## config.mk

```make
export PLATFORM = sky130hd
export DESIGN_NAME = div_arb_sequencer
export DESIGN_NICKNAME = d
export VERILOG_FILES = /design/src/rtl/div_pkg.sv /design/src/rtl/rr_arb2.sv /design/src/rtl/div_arb_sequencer.sv
export SDC_FILE = /design/constraint.sdc
export NUM_CORES = 1
export LEC_CHECK = 0
export CAP_MARGIN = 10
export CORE_ASPECT_RATIO = 1.25
export CORE_MARGIN = 2
export CORE_UTILIZATION = 44
export DETAILED_ROUTE_END_ITERATION = 16
export PLACE_DENSITY = 0.81
export SYNTH_ARGS = -nofsm -noshare
export SYNTH_HDL_FRONTEND = slang
export SYNTH_HIERARCHICAL = 1
export SYNTH_SLANG_ARGS = --single-unit
export TNS_END_PERCENT = 1
```

## constraint.sdc

```tcl
create_clock -name CLK -period 1 [get_ports CLK]
set_input_delay 0.3 -clock CLK [delete_from_list [all_inputs] [get_ports CLK]]
set_output_delay 0.3 -clock CLK [all_outputs]
set_load 0.005 [all_outputs]
```

## src/rtl/div_pkg.sv

```systemverilog
// Shared definitions for the divider sequencer: FSM state encoding and default quotient width.
package div_pkg;

  localparam int unsigned DIV_N = 4;

  typedef enum logic [2:0] {
    S_IDLE   = 3'd0,
    S_LOAD   = 3'd1,
    S_OVCHK  = 3'd2,
    S_SHIFT  = 3'd3,
    S_CMP    = 3'd4,
    S_FINISH = 3'd5
  } div_state_t;

endpackage

```

## src/rtl/rr_arb2.sv

```systemverilog
// Two-input round-robin arbiter: the pointer picks the winner only when both inputs request.
module rr_arb2 (
  input  logic [1:0] REQ,
  input  logic       PTR,
  output logic [1:0] GNT
);

  always_comb begin
    GNT = REQ;
    if (REQ == 2'b11) begin
      GNT = PTR ? 2'b10 : 2'b01;
    end
  end

endmodule

```

## src/rtl/div_arb_sequencer.sv

```systemverilog
// Arbitrates two requesters onto a shared shift/subtract divider and sequences
// its load, overflow check and N shift/compare iterations.
module div_arb_sequencer
  import div_pkg::*;
#(
  parameter int unsigned N = DIV_N
) (
  input  logic       CLK,
  input  logic       RST,
  input  logic [1:0] REQ,
  input  logic       C,
  output logic       SEL,
  output logic       Ld,
  output logic       Sh,
  output logic       Su,
  output logic       V,
  output logic [1:0] ACK,
  output logic       BUSY
);

  localparam int unsigned CW = $clog2(N + 1);

  div_state_t    r_state;
  logic [CW-1:0] r_cnt;
  logic [1:0]    r_gnt;
  logic          r_ptr;
  logic          r_v;
  logic          r_ld;
  logic          r_sh;
  logic          r_cmp;
  logic          r_busy;
  logic [1:0]    r_ack;
  logic [1:0]    w_gnt;
  logic          w_last;

  rr_arb2 u_arb (
    .REQ (REQ),
    .PTR (r_ptr),
    .GNT (w_gnt)
  );

  assign w_last = (r_cnt == CW'(N));

  // Owner is kept as the latched one-hot grant, so ACK is a copy of it and
  // SEL is its upper bit; outputs are registered on entry to each state.
  always_ff @(posedge CLK) begin
    if (RST) begin
      r_state <= S_IDLE;
      r_cnt   <= '0;
      r_gnt   <= 2'b01;
      r_ptr   <= 1'b0;
      r_v     <= 1'b0;
      r_ld    <= 1'b0;
      r_sh    <= 1'b0;
      r_cmp   <= 1'b0;
      r_busy  <= 1'b0;
      r_ack   <= '0;
    end else begin
      r_ld  <= 1'b0;
      r_sh  <= 1'b0;
      r_cmp <= 1'b0;
      r_ack <= '0;
      case (r_state)
        S_IDLE: begin
          if (|REQ) begin
            r_gnt   <= w_gnt;
            r_ld    <= 1'b1;
            r_busy  <= 1'b1;
            r_state <= S_LOAD;
          end
        end
        S_LOAD: begin
          r_cnt   <= '0;
          r_v     <= 1'b0;
          r_state <= S_OVCHK;
        end
        S_OVCHK: begin
          if (C) begin
            r_v     <= 1'b1;
            r_ack   <= r_gnt;
            r_state <= S_FINISH;
          end else begin
            r_sh    <= 1'b1;
            r_state <= S_SHIFT;
          end
        end
        S_SHIFT: begin
          r_cnt   <= r_cnt + CW'(1);
          r_cmp   <= 1'b1;
          r_state <= S_CMP;
        end
        S_CMP: begin
          if (w_last) begin
            r_ack   <= r_gnt;
            r_state <= S_FINISH;
          end else begin
            r_sh    <= 1'b1;
            r_state <= S_SHIFT;
          end
        end
        S_FINISH: begin
          r_ptr   <= r_gnt[0];
          r_busy  <= 1'b0;
          r_state <= S_IDLE;
        end
        default: begin
          r_busy  <= 1'b0;
          r_state <= S_IDLE;
        end
      endcase
    end
  end

  assign SEL  = r_gnt[1];
  assign Ld   = r_ld;
  assign Sh   = r_sh;
  assign Su   = r_cmp & C;
  assign V    = r_v;
  assign ACK  = r_ack;
  assign BUSY = r_busy;

endmodule

```

==> key figures <==
Outcome
  • Status: finished with violations
  • Failing checks: negative setup slack

Clock tree
  • Worst-Skew Late Latency: approximately 300 ps
  • CTS tree: yes
  • H-tree depth: 1
  • Hold buffers post-CTS: 0
  • CTS Sinks: 16
  • Root buf cell: clkbuf_4
  • CTS clk-pin slew, worst paths: 90 ps
  • Clk buf depth: 2
  • Num CTS Buffers: 3

Timing
  • Period utilisation layout: 114%
  • Slew Limit Headroom: 83.3%
  • Worst Skew: 2.99 ps
  • TNS Setup: -1050 ps
  • Worst slew pin tran: 244 ps
  • RSZ-0062 raised after global routing: yes
  • Fmax: 0.875 GHz
  • Fin. max-slew vios: 0
  • Minimum clock period: ~1100 ps
  • # setup viols final: 17
  • Setup WS post-layout: -143 ps
  • Final Hold Vio Count: 0

Critical path
  • Startpoint Class: register
  • CP endpoint kind: output port
  • Worst R2R Start: r_state[2]
  • CP Class: reg2out
  • R2r setup slk: -130 ps
  • Reg-to-Reg End: r_state[1]
  • Crit Path Max Fanout: 1
  • CP Data Required Time: 700 ps
  • Worst EP arrival: 840 ps
  • Worst r2r path cells: 4

Route
  • Antenna Nets Post-Route: 0
  • Avg Vias per Cell: 5.34
  • Detailed Route Iter0 Violations: 9
  • Via count: 700
  • Routed len/inst: about 14 µm
  • Post-Route WL: 1770 µm
  • Remaining DRCs: 0
  • DR pass1 iterations: 4

Yosys
  • Synth top area cells: dfxtp_1, mux2i_1, a21oi_1
  • Synth top area share: between 40% and 50%
  • Seq/Total Area, Yosys: 41.8%
  • EDFF count, synth: 0
  • Mapped Area: approximately 770 µm²
  • Synthesized instance count: 84
  • YS warnings: 6
  • Post-synth net total: 91
  • Yosys reg bits: 16
  • Top FF cell, synth: dfxtp_1
  • Synthesized area per cell: 9.12 µm²
  • Post-synthesis async set-or-reset flop share: 0%
  • Synth cell types: 30
  • Count leader, synth: dfxtp_1
  • Synth area leader: dfxtp_1
  • Synth top cells by count: dfxtp_1, nor2_1, a21oi_1

Floorplan
  • Die height: 50.6 µm
  • Num ports: 13
  • Core area: around 0.0016 mm²
  • Initial Utilization: between 40% and 50%
  • Die area: approximately 0.0021 mm²
  • FP Rows: 16
  • Die W: 41.3 µm

Worst hold path
  • Worst hold stages: 3
  • HP Class: in2reg
  • Min-Delay Endpoint: r_state[0]
  • Hold_sp: RST

Job
  • Max Cap Violations: 0

Cells and area
  • Area Overhead vs Synth: 37.6%
  • Diodes inserted: 0
  • NumNets Final: 122
  • Layout cells sized above 1: 46.9%

Placed design
  • Setup Slack @ Placement: -675 ps
  • I/O Buffers: 12
  • GPL Wtd Cong: 0.767
  • Post-DP HPWL: roughly 1300 µm

Power
  • Cell Pwr Density: about 1300 mW/mm²
  • Peak supply drop: 0.000823 V
  • Leak pwr: 0.462 nW

GRT
  • GRT Util Overall: between 20% and 30%
  • First-pass GRT wire length: 2870 µm
  • Antenna violations before repair: 0
  • Largest net degree at the start of global routing: 14
  • Vias in the first global route: 655
  • Global route overflow: 0
==> how the worst max path moves through the flow <==
| stage | start | to | slack, ps | depth (start not counted) |
|---|---|---|---|---|
| 2_1_floorplan | r_cnt[0] | ACK[0] | -30 | 5 |
| 3_3_place_gp | C | Su | -670 | 3 |
| 3_5_place_dp | C | Su | -680 | 3 |
| 4_1_cts | r_cmp | Su | -140 | 2 |
| 5_1_grt | r_cnt[1] | ACK[1] | -180 | 5 |
| 6_report | r_cmp | Su | -140 | 2 |
==> routing by layer <==
metal / global-route usage [%] / vias up / share of wire, % / wire length (µm)
met5: 0 / - / 0 / 0
met4: 9.68 / 0 / 2.4 / 42
met2: 35.2 / 14 / 57 / 1010
met3: 2.65 / 5 / 3.2 / 57
met1: 22.6 / 335 / 37 / 659
li1: - / 346 / - / -
==> worst max-delay path, cell delays in order, from the launching register on <==
cell and delay, ps:
dfxtp_1 310, and2_1 120, buf_2 120
==> cells in the final DEF (no fill, tap or decap), types with 2 or more instances in the layout <==
cell type      Yosys  routed
inv_2              0       2
buf_6              1       3
and2_1             3       3
clkbuf_4           0       3
nand3b_1           2       2
buf_4              1      17
dfxtp_1           16       7
a211oi_2           2       2
mux2i_1            4       4
nand2b_1           4       4
nand2_1            3       3
dlygate4sd2_1      0       3
dfxtp_2            0       8
a21boi_1           3       3
nor2_1             9       8
inv_1              4       2
a21oi_1            7       7
nand3_1            2       2
buf_2              3       7
==> layout make-up <==
class / count / area [µm²]
Fill cell: 133 / 548
Timing Repair Buffer: 31 / 235
Tap cell: 18 / 22.5
Multi-Input combinational cell: 59 / 424
Sequential cell: 16 / 334
Clock buffer: 3 / 22.5
Inverter: 4 / 15.0
==> flip-flops by register name (all words and copies together) (netlist names) <==
| register | count |
|---|---|
| r_cmp | 1 |
| r_cnt | 3 |
| Ld | 1 |
| r_gnt | 2 |
| BUSY | 1 |
| Sh | 1 |
| ACK | 2 |
| r_state | 3 |
| V | 1 |
| r_ptr | 1 |
==> cells by family after synthesis <==
family | Yosys count | synth area share (%)
AND/OR/NAND/NOR | 34 | 26.0
AO/OA/AOI/OAI | 19 | 17.3
flip-flops | 16 | 41.8
buffers and inverters | 9 | 6.37
multiplexers | 4 | 5.23
adder cells (fa/ha/maj) | 2 | 3.27
==> through the flow <==
step | hold slack (ps) | total power, W | instance area, µm² | cells | util (%)
floorplan | 445 | 0.000854 | 769 | 84 | -
global placement | 457 | 0.000980 | 1010 | 127 | 63.3
detailed placement | 467 | 0.000992 | 1010 | 127 | 63.3
CTS | 476 | 0.00131 | 1020 | 130 | 63.8
global route | 397 | 0.00139 | 1050 | 131 | 65.8
finish | 370 | 0.00133 | 1050 | 131 | 65.8
==> report_power, final <==
| part | switching [W] | internal [W] | leakage, nW | total (W) |
|---|---|---|---|---|
| registers | 0.0000270 | 0.000675 | 0.134 | 0.000702 |
| logic | 0.000128 | 0.000158 | 0.313 | 0.000287 |
| clock network | 0.000204 | 0.000141 | 0.0138 | 0.000345 |
==> timing repair <==
action,CTS,global route
buffers inserted,0,1
pin swaps,5,6
gates resized for setup,48,9
endpoints found under the setup margin,20,21
Power figures use the tool's default switching activity.
